**src/rtl/btn_pkg.sv**
```systemverilog
// Shared definitions for the button conditioner: channel FSM states, button indices
// and the counter-sizing helper.
package btn_pkg;

    localparam int unsigned NUM_BTN = 4;

    localparam int BTN_LEFT  = 0;
    localparam int BTN_RIGHT = 1;
    localparam int BTN_OK    = 2;
    localparam int BTN_BACK  = 3;

    typedef enum logic [1:0] {
        ST_IDLE       = 2'd0,
        ST_PRESS_WAIT = 2'd1,
        ST_HELD       = 2'd2,
        ST_REL_WAIT   = 2'd3
    } btn_state_e;

    // Largest of three timing parameters; sizes the per-channel counters.
    function automatic int unsigned max3(input int unsigned a, input int unsigned b,
                                         input int unsigned c);
        int unsigned m;
        m = (a > b) ? a : b;
        return (m > c) ? m : c;
    endfunction

endpackage

```
**src/rtl/btn_chan.sv**
```systemverilog
// One button channel: 2-flop synchronizer, debounce FSM with its own counter and,
// when RPT_EN is set, an auto-repeat timer that runs only while the button is held.
module btn_chan
    import btn_pkg::*;
#(
    parameter int unsigned DB_CYCLES   = 250_000,
    parameter int unsigned RPT_DELAY   = 12_500_000,
    parameter int unsigned RPT_PERIOD  = 2_500_000,
    parameter bit          ACTIVE_HIGH = 1'b1,
    parameter bit          RPT_EN      = 1'b0
) (
    input  logic vga_clk,
    input  logic rst_n,
    input  logic raw_i,
    output logic level_o,
    output logic pulse_o
);

    localparam int unsigned CNT_MAX = max3(DB_CYCLES, RPT_DELAY, RPT_PERIOD);
    localparam int unsigned CNT_W   = (CNT_MAX > 1) ? $clog2(CNT_MAX) : 1;
    localparam logic [CNT_W-1:0] DB_LAST = CNT_W'(DB_CYCLES - 1);

    logic [1:0]       sync_q;
    logic             pressed_c;
    btn_state_e       state_q, state_d;
    logic [CNT_W-1:0] cnt_q, cnt_d, cnt_inc_c;
    logic             level_q, level_d;
    logic             pulse_q, pulse_d;
    logic             press_c;
    logic             rpt_fire_c;

    // Polarity is fixed ahead of the synchronizer so the cleared flops read as released.
    always_ff @(posedge vga_clk or negedge rst_n) begin
        if (!rst_n) sync_q <= '0;
        else        sync_q <= {sync_q[0], raw_i ^ ~ACTIVE_HIGH};
    end

    assign pressed_c = sync_q[1];
    assign cnt_inc_c = (&cnt_q) ? cnt_q : cnt_q + CNT_W'(1);

    always_ff @(posedge vga_clk or negedge rst_n) begin
        if (!rst_n) begin
            state_q <= ST_IDLE;
            cnt_q   <= '0;
            level_q <= 1'b0;
            pulse_q <= 1'b0;
        end else begin
            state_q <= state_d;
            cnt_q   <= cnt_d;
            level_q <= level_d;
            pulse_q <= pulse_d;
        end
    end

    always_comb begin
        state_d = state_q;
        cnt_d   = cnt_q;
        level_d = level_q;
        press_c = 1'b0;
        case (state_q)
            ST_IDLE: begin
                if (pressed_c) begin
                    state_d = ST_PRESS_WAIT;
                    cnt_d   = '0;
                end
            end
            ST_PRESS_WAIT: begin
                if (!pressed_c) begin
                    state_d = ST_IDLE;
                end else if (cnt_q == DB_LAST) begin
                    state_d = ST_HELD;
                    level_d = 1'b1;
                    press_c = 1'b1;
                end else begin
                    cnt_d = cnt_inc_c;
                end
            end
            ST_HELD: begin
                if (!pressed_c) begin
                    state_d = ST_REL_WAIT;
                    cnt_d   = '0;
                end
            end
            ST_REL_WAIT: begin
                // A return to pressed here is a release glitch: resume HELD silently.
                if (pressed_c) begin
                    state_d = ST_HELD;
                end else if (cnt_q == DB_LAST) begin
                    state_d = ST_IDLE;
                    level_d = 1'b0;
                end else begin
                    cnt_d = cnt_inc_c;
                end
            end
            default: state_d = ST_IDLE;
        endcase
        pulse_d = press_c | rpt_fire_c;
    end

    if (RPT_EN) begin : g_rpt
        localparam logic [CNT_W-1:0] RPT_DLY_LAST = CNT_W'(RPT_DELAY - 1);
        localparam logic [CNT_W-1:0] RPT_PER_LAST = CNT_W'(RPT_PERIOD - 1);

        logic [CNT_W-1:0] rpt_cnt_q, rpt_cnt_d;
        logic             rpt_first_q, rpt_first_d;

        always_ff @(posedge vga_clk or negedge rst_n) begin
            if (!rst_n) begin
                rpt_cnt_q   <= '0;
                rpt_first_q <= 1'b1;
            end else begin
                rpt_cnt_q   <= rpt_cnt_d;
                rpt_first_q <= rpt_first_d;
            end
        end

        // Timer restarts on every fresh press and is frozen outside a steady HELD.
        always_comb begin
            rpt_cnt_d   = rpt_cnt_q;
            rpt_first_d = rpt_first_q;
            rpt_fire_c  = 1'b0;
            if (press_c) begin
                rpt_cnt_d   = '0;
                rpt_first_d = 1'b1;
            end else if (state_q == ST_HELD && pressed_c) begin
                if (rpt_cnt_q == (rpt_first_q ? RPT_DLY_LAST : RPT_PER_LAST)) begin
                    rpt_fire_c  = 1'b1;
                    rpt_cnt_d   = '0;
                    rpt_first_d = 1'b0;
                end else begin
                    rpt_cnt_d = (&rpt_cnt_q) ? rpt_cnt_q : rpt_cnt_q + CNT_W'(1);
                end
            end
        end
    end else begin : g_no_rpt
        assign rpt_fire_c = 1'b0;
    end

    assign level_o = level_q;
    assign pulse_o = pulse_q;

endmodule

```
**src/rtl/btn_cond.sv**
```systemverilog
// Button conditioner for the game picture generator: debounced levels and press strobes
// for left/right/ok/back. Define BTN_AUTO_REPEAT_EN to add auto-repeat on left/right.
module btn_cond
    import btn_pkg::*;
#(
    parameter int unsigned DB_CYCLES   = 250_000,
    parameter int unsigned RPT_DELAY   = 12_500_000,
    parameter int unsigned RPT_PERIOD  = 2_500_000,
    parameter bit          ACTIVE_HIGH = 1'b1
) (
    input  logic               vga_clk,
    input  logic               rst_n,
    input  logic [NUM_BTN-1:0] btn_in,
    output logic [NUM_BTN-1:0] btn_level,
    output logic [NUM_BTN-1:0] btn_pulse
);

    for (genvar i = 0; i < NUM_BTN; i++) begin : g_chan
`ifdef BTN_AUTO_REPEAT_EN
        localparam bit RPT_EN = (i == BTN_LEFT) || (i == BTN_RIGHT);
`else
        localparam bit RPT_EN = 1'b0;
`endif
        btn_chan #(
            .DB_CYCLES  (DB_CYCLES),
            .RPT_DELAY  (RPT_DELAY),
            .RPT_PERIOD (RPT_PERIOD),
            .ACTIVE_HIGH(ACTIVE_HIGH),
            .RPT_EN     (RPT_EN)
        ) u_chan (
            .vga_clk(vga_clk),
            .rst_n  (rst_n),
            .raw_i  (btn_in[i]),
            .level_o(btn_level[i]),
            .pulse_o(btn_pulse[i])
        );
    end

endmodule
```
**config.mk**
```make
export PLATFORM = sky130hd
export DESIGN_NAME = btn_cond
export DESIGN_NICKNAME = d
export VERILOG_FILES = /design/src/rtl/btn_pkg.sv /design/src/rtl/btn_chan.sv /design/src/rtl/btn_cond.sv
export SDC_FILE = /design/constraint.sdc
export NUM_CORES = 1
export LEC_CHECK = 0
export ABC_CLOCK_PERIOD_IN_PS = 2710
export CORE_ASPECT_RATIO = 0.6
export CORE_MARGIN = 2
export CORE_UTILIZATION = 40
export CTS_CLUSTER_DIAMETER = 50
export CTS_CLUSTER_SIZE = 20
export DETAILED_ROUTE_END_ITERATION = 10
export SLEW_MARGIN = 20
export SYNTH_ARGS = -nofsm -noshare
export SYNTH_HDL_FRONTEND = slang
export SYNTH_HIERARCHICAL = 1
export SYNTH_SLANG_ARGS = --single-unit
```
**constraint.sdc**
```tcl
create_clock -name vga_clk -period 2.71 [get_ports vga_clk]
set_clock_uncertainty 0.2 [all_clocks]
set_input_delay 0.4065 -clock vga_clk [delete_from_list [all_inputs] [get_ports vga_clk]]
set_output_delay 0.4065 -clock vga_clk [all_outputs]
set_load 0.005 [all_outputs]
```
==> run summary, run 1 <==
Rel. slew slack - 59.5%
Setup repair bufs after CTS - 0
Max-Cap Viols - 0
First-pass GRT wire length - 32600 um
Worst setup path start - g_chan[3].u_chan/cnt_q[0]
Ys async rst share - 100%
Largest area contributor in the netlist - dfrtp_1
CP max stage delay - 0.62 ns
IO Pins - 14
Combinational power share - 5.7%
Cells after DPL - 999
Cell variety after synth - 69
Die area - 20200 um^2
Total GRT Usage - 20.0%
Status - finished clean
Non-Filler Instances - 1032
Post-Syn Nets - 778
Vias in the first global route - 6333
Routability congestion estimate - 0.840
Final number of setup-violating endpoints - 0
Detailed placer's ending HPWL - 13000 um
Crit Reg-Reg Endpoint - g_chan[3].u_chan/cnt_q[4]
Clk sinks - 120
CP Data Required Time - 2.81 ns
Hold Fails Final Rpt - 0
Critical Path Start Type - flip-flop
Net Sw Power - 0.00109 W
CTS Root Cell - clkbuf_16
Syn avg cell area - 9.93 um^2
CTS tree - built
Worst skew pair latency - 0.42 ns
Number of gates resized after cts - 0
Crit. path cell count - 6
Arrival @ worst endpoint - 2.62 ns
Worst-path clk slew - 0.06 ns
Post-route cell area - 8530 um^2
Largest net degree at the start of global routing - 45
Max IR drop VDD - 0.476 mV
FF-to-FF Start - g_chan[3].u_chan/cnt_q[0]
Primary FF master, synth - dfrtp_1
Post-layout util - 45.3%
GR Overflow Total - 0
Buf/Inv on CP - 0
Die Width - 182 um
Post-synth EDFFs - 0
Synth Register Bits - 120
Reg-to-reg slack, setup - 0.19 ns
Initial antenna violation count - 0
Area Growth Syn to Fin - 11.8%
Layout Nets - 783
Area after DPL - 7890 um^2
H-Tree Depth - 4
Critical path peak fanout - 21
Clk buf depth - 2
P_leak - 3.50 nW
Pwr dens - 538 nW/um^2
Drt total wl - 19300 um
Vias per inst - 6.48
CP max stage cell - or4_4
Cell Int Power - 0.00351 W
Achievable clock frequency - 0.397 GHz
Hold Startpoint - g_chan[0].u_chan/sync_q[0]
Largest delay share family, worst path - simple AND/OR/NAND/NOR gates
Mapped Cells - 768
Via Count - 6684
Path depth of the worst reg2reg path - 6
Share of layout cells above drive strength 1 - 15.4%
Inserted Diodes - 0
Worst Hold Class - flip-flop to flip-flop
Tot Pwr - 0.00459 W
Clk pwr share - 53.2%
PortBufs - 13
Die Span Y - 111 um
Setup TNS - 0 ns
Synth top area share - 39.4%
Yosys synthesis warning count - 6
FP Rows - 39
RSZ-0062 raised after global routing - no
Synth area leaders - dfrtp_1, nand3_1, o311ai_0, nand2_1, o31ai_2
Worst Tran Pin Value - 0.607 ns
First-pass DRT Iterations - 5
Initial Utilization - 40.5%
Core Region - 18800 um^2
DRT antenna net count - 0
Tcrit/Tclk final - 92.9%
Crit Path Category - flip-flop to flip-flop
Worst Hold Depth - 0
Post-synth top cells - dfrtp_1, nand3_1, nand2_1, nor2_1, o311ai_0
DRC Markers - 0
Slew Viols, Final - 0
Worst Hold Path EP - g_chan[0].u_chan/sync_q[1]
Most numerous cell in the Yosys netlist - dfrtp_1
Synth Cell Area - 7630 um^2
Crit path time final - 2.52 ns
CP Capture Type - flip-flop
Switch share - 23.7%
Starting DRC count in detailed routing - 479
Sequential share of the synthesized area - 39.4%
Total clock buffers created by CTS - 17
Routed WL per cell - 18.7 um
Worst-path cell chain - ha_1, nand3_2, or4_4, nor2_8, nor2_1, a221o_1
Seq pwr share - 41.0%
-- sequential cells by signal, summed over array words and instances, names as in the netlist, named ones only --
register	count
g_chan.u_chan/cnt_q	96
g_chan.u_chan/state_q	4
g_chan.u_chan/level_o	4
g_chan.u_chan/sync_q	8
g_chan.u_chan/pulse_o	4
-- worst max-delay path by stage --
stage	end	slack (ns)
after global routing	g_chan[3].u_chan/cnt_q[4]	0.08
final	g_chan[3].u_chan/cnt_q[4]	0.19
after detailed placement	g_chan[3].u_chan/cnt_q[4]	0.23
after global placement	g_chan[3].u_chan/cnt_q[12]	0.30
after CTS	g_chan[3].u_chan/cnt_q[4]	0.22
after floorplan	g_chan[3].u_chan/cnt_q[12]	0.41
-- metal layers --
layer / GRT usage (%) / share of wire [%]
met5: 0 / 0
met4: 5.86 / 0.79
met3: 4.83 / 5.8
met2: 28.9 / 43
met1: 29.4 / 50
-- repair_timing --
| item | CTS | global route |
|---|---|---|
| setup endpoints to repair | 0 | 0 |
| hold buffers | 1 | 0 |
| hold endpoints to repair | 39 | 0 |
-- area by class of cell --
| cell class | instances | area [um^2] |
|---|---|---|
| clock inverters | 11 | 171 |
| clock buffers | 21 | 460 |
| multi-input cells | 587 | 4240 |
| flip-flops and latches | 120 | 3000 |
| well taps | 246 | 308 |
| fillers | 1730 | 10300 |
| repair buffers | 32 | 298 |
| inverters | 15 | 56.3 |
-- power groups by stage --
stage / combinational (W) / sequential, W / clock, W
6_report: 0.000262 / 0.00189 / 0.00245
2_1_floorplan: 0.000175 / 0.00190 / 0
3_3_place_gp: 0.000254 / 0.00191 / 0
5_1_grt: 0.000297 / 0.00189 / 0.00258
4_1_cts: 0.000264 / 0.00188 / 0.00250
3_5_place_dp: 0.000262 / 0.00192 / 0
-- cell families (layout without fill, tap and decap cells) --
| group | after synthesis | count (layout) | share of synthesized area (%) |
|---|---|---|---|
| muxes | 3 | 3 | 0.394 |
| AOI/OAI and AO/OA | 195 | 195 | 22.4 |
| adders and majority gates | 4 | 4 | 0.656 |
| and+or+nand+nor | 378 | 378 | 30.9 |
| DFF | 120 | 120 | 39.4 |
| xor gates and xnor gates | 7 | 7 | 1.10 |
| buffers and inverters | 61 | 79 | 5.13 |
-- cell usage in the layout, fill, tap and decap left out, drive strengths merged, types with 9 or more instances in the layout --
cell             n
dfrtp          120
nand3           74
nand2           66
o311ai          44
nor2            42
o31ai           42
nand4           37
nor3            27
clkbuf          21
and3            21
or4             19
buf             19
a31oi           16
o211ai          16
a21oi           15
nand2b          15
inv             14
nor4            14
nand3b          12
or3             12
clkdlybuf4s50   12
and2            11
and4            11
o221ai           9
-- stage by stage --
| step | hold slack [ns] | setup slack [ns] |
|---|---|---|
| finish | 0.154 | 0.193 |
| global route | 0.168 | 0.0783 |
| CTS | 0.155 | 0.221 |
| floorplan | -0.0891 | 0.413 |
| global placement | 0.142 | 0.296 |
| detailed placement | 0.140 | 0.231 |
Note: power is estimated with default switching activity, not from simulation.
==> run 2: changes to the inputs <==
--- a/config.mk
+++ b/config.mk
@@ -12,6 +12,7 @@
 export CTS_CLUSTER_DIAMETER = 50
 export CTS_CLUSTER_SIZE = 20
 export DETAILED_ROUTE_END_ITERATION = 10
+export GPL_ROUTABILITY_DRIVEN = 0
 export SLEW_MARGIN = 20
 export SYNTH_ARGS = -nofsm -noshare
 export SYNTH_HDL_FRONTEND = slang
==> results of run 2 <==
The final DEF is identical to that of run 1; final timing and power are the same.
==> run 3: changes to the inputs <==
--- a/config.mk
+++ b/config.mk
@@ -13,6 +13,7 @@
 export CTS_CLUSTER_SIZE = 20
 export DETAILED_ROUTE_END_ITERATION = 10
 export GPL_ROUTABILITY_DRIVEN = 0
+export RECOVER_POWER = 50
 export SLEW_MARGIN = 20
 export SYNTH_ARGS = -nofsm -noshare
 export SYNTH_HDL_FRONTEND = slang
==> run 3 against run 2 <==
Against the previous run: largest power group unchanged; via count down 0.43%; register-to-register slack hardly changed; sequential power barely moved; critical path depth did not move; highest routed layer unchanged; worst setup slack about the same; critical path type unchanged; die area is the same; cell area is 0.18% lower; count of clock-buffer cells in the layout did not move; power down 0.11%; routed wire length about the same.
==> run summary, run 3 (same netlist as run 1, synthesis figures left out) <==
CP max stage cell - or4_4
Via Count - 6655 (-0.43%)
Arrival @ worst endpoint - 2.62 ns (about the same)
Routed WL per cell - 18.7 um (about the same)
Die area - 20200 um^2 (unchanged)
Combinational power share - 5.6% (about the same)
Critical path peak fanout - 21 (unchanged)
Clk sinks - 120 (unchanged)
Critical Path Start Type - flip-flop
Die Span Y - 111 um (unchanged)
CP max stage delay - 0.62 ns (about the same)
Initial antenna violation count - 0 (unchanged)
Max IR drop VDD - 0.476 mV (about the same)
FP Rows - 39 (unchanged)
Crit Path Category - flip-flop to flip-flop
IO Pins - 14 (unchanged)
Initial Utilization - 40.5% (unchanged)
First-pass DRT Iterations - 5 (unchanged)
Vias per inst - 6.45 (-0.43%)
CP Data Required Time - 2.81 ns (about the same)
Top register by number of flip-flops - g_chan.u_chan/cnt_q
CTS tree - built
Cells after DPL - 999 (unchanged)
Clk pwr share - 53.3% (about the same)
Total GRT Usage - 20.0% (unchanged)
Status - finished clean
Layout Nets - 783 (unchanged)
Worst-path cell chain - ha_1, nand3_2, or4_4, nor2_8, nor2_1, a221o_1
Hold Fails Final Rpt - 0 (unchanged)
Seq pwr share - 41.1% (about the same)
Largest net degree at the start of global routing - 45 (unchanged)
Worst Hold Class - flip-flop to flip-flop
Drt total wl - 19300 um (about the same)
RSZ-0062 raised after global routing - no
Total clock buffers created by CTS - 17 (unchanged)
Largest registers - g_chan.u_chan/cnt_q (96), g_chan.u_chan/sync_q (8)
P_leak - 3.50 nW (-0.13%)
Register area - 3000 um^2 (unchanged)
Worst Tran Pin Value - 1.12 ns (+0.517 ns)
PortBufs - 13 (unchanged)
Commonest non-fill, non-tap cell in the layout - dfrtp_1
Fillers - 1731 (+0.058%)
Achievable clock frequency - 0.397 GHz (about the same)
DRC Markers - 0 (unchanged)
H-Tree Depth - 4 (unchanged)
Area Growth Syn to Fin - 11.6%
Pwr dens - 539 nW/um^2 (about the same)
Starting DRC count in detailed routing - 499 (+4.2%)
Final number of setup-violating endpoints - 0 (unchanged)
Setup TNS - 0 ns (unchanged)
Detailed placer's ending HPWL - 13000 um (unchanged)
Share of layout cells above drive strength 1 - 15.4% (unchanged)
First-pass GRT wire length - 32600 um (unchanged)
Worst skew pair latency - 0.42 ns (about the same)
Switch share - 23.7% (about the same)
Core Region - 18800 um^2 (unchanged)
Cell Int Power - 0.00350 W (-0.10%)
Rel. slew slack - 25.1% (-34 points)
CP Capture Type - flip-flop
GR Overflow Total - 0 (unchanged)
Max reg flops - 96 (unchanged)
Inserted Diodes - 0 (unchanged)
Clk buf depth - 2 (unchanged)
Setup repair bufs after CTS - 0 (unchanged)
Crit path time final - 2.52 ns (+0.000134 ns)
Die Width - 182 um (unchanged)
Max-Cap Viols - 0 (unchanged)
Area of the multi-input gates - 4240 um^2 (unchanged)
Net Sw Power - 0.00109 W (-0.14%)
Vias in the first global route - 6333 (unchanged)
Slew Viols, Final - 0 (unchanged)
DRT antenna net count - 0 (unchanged)
CTS Root Cell - clkbuf_16
Tcrit/Tclk final - 92.9% (about the same)
Worst-path clk slew - 0.06 ns (about the same)
Non-Filler Instances - 1032 (unchanged)
Most frequent cells in the layout - dfrtp_1, nand3_1, nand2_1
## run 3: per-layer routing
layer	wire length (um)	global-route usage [%]	vias up
met2	8380	28.9	192
li1	-	-	3102
met1	9740	29.4	3344
met3	1070	4.83	17
met4	150	5.86	0
met5	0	0	-
## run 3: path summary, 6_finish.rpt
kind / startpoint / endpoint / slack (ns) / depth (start not counted)
max in group asynchronous: rst_n / g_chan[0].u_chan/cnt_q[19] / 0.45 / 3
worst max register to register: g_chan[3].u_chan/cnt_q[0] / g_chan[3].u_chan/cnt_q[4] / 0.19 / 6
min in group asynchronous: rst_n / g_chan[1].u_chan/cnt_q[7] / 0.53 / 2
worst max-delay path: g_chan[3].u_chan/cnt_q[0] / g_chan[3].u_chan/cnt_q[4] / 0.19 / 6
worst min-delay path: g_chan[0].u_chan/sync_q[0] / g_chan[0].u_chan/sync_q[1] / 0.15 / 0
worst min register to register: g_chan[0].u_chan/sync_q[0] / g_chan[0].u_chan/sync_q[1] / 0.15 / 0
## run 3: power by group through the flow
stage               clock (W)  combinational [W]  sequential, W
finish                0.00245           0.000258        0.00189
floorplan                   0           0.000175        0.00190
detailed placement          0           0.000262        0.00192
CTS                   0.00250           0.000264        0.00188
global route          0.00258           0.000293        0.00189
global placement            0           0.000254        0.00191
## run 3: through the flow
step / cell area, um^2 / setup WS, ns / utilization (%) / hold WS, ns / power, W
after CTS: 8530 / 0.221 / 45.3 / 0.155 / 0.00465
final: 8520 / 0.192 / 45.2 / 0.154 / 0.00459
after floorplan: 7630 / 0.413 / - / -0.0891 / 0.00207
after global placement: 7890 / 0.296 / 41.9 / 0.142 / 0.00217
after global routing: 8520 / 0.0783 / 45.2 / 0.168 / 0.00476
after detailed placement: 7890 / 0.231 / 41.9 / 0.140 / 0.00218
## run 3: cell type report
type / instances / share of cell area, %
inverters: 15 / 0.661
multi-input cells: 587 / 49.7
clock inverters: 11 / 2.01
flip-flops and latches: 120 / 35.3
repair buffers: 32 / 3.32
clock buffers: 21 / 5.41
well taps: 246 / 3.61
## run 3: critical path, delay by kind of cell (launching register included)
kind / cells / cell delay, ns
and+or+nand+nor: 4 / 1.21
DFF: 1 / 0.39
AOI/OAI and AO/OA: 1 / 0.34
adders and majority gates: 1 / 0.24
## run 3: timing repair
action,CTS,global route
hold buffers,1,0
resized for setup,0,0
endpoints found under the setup margin,0,0
endpoints found under the hold margin,39,0
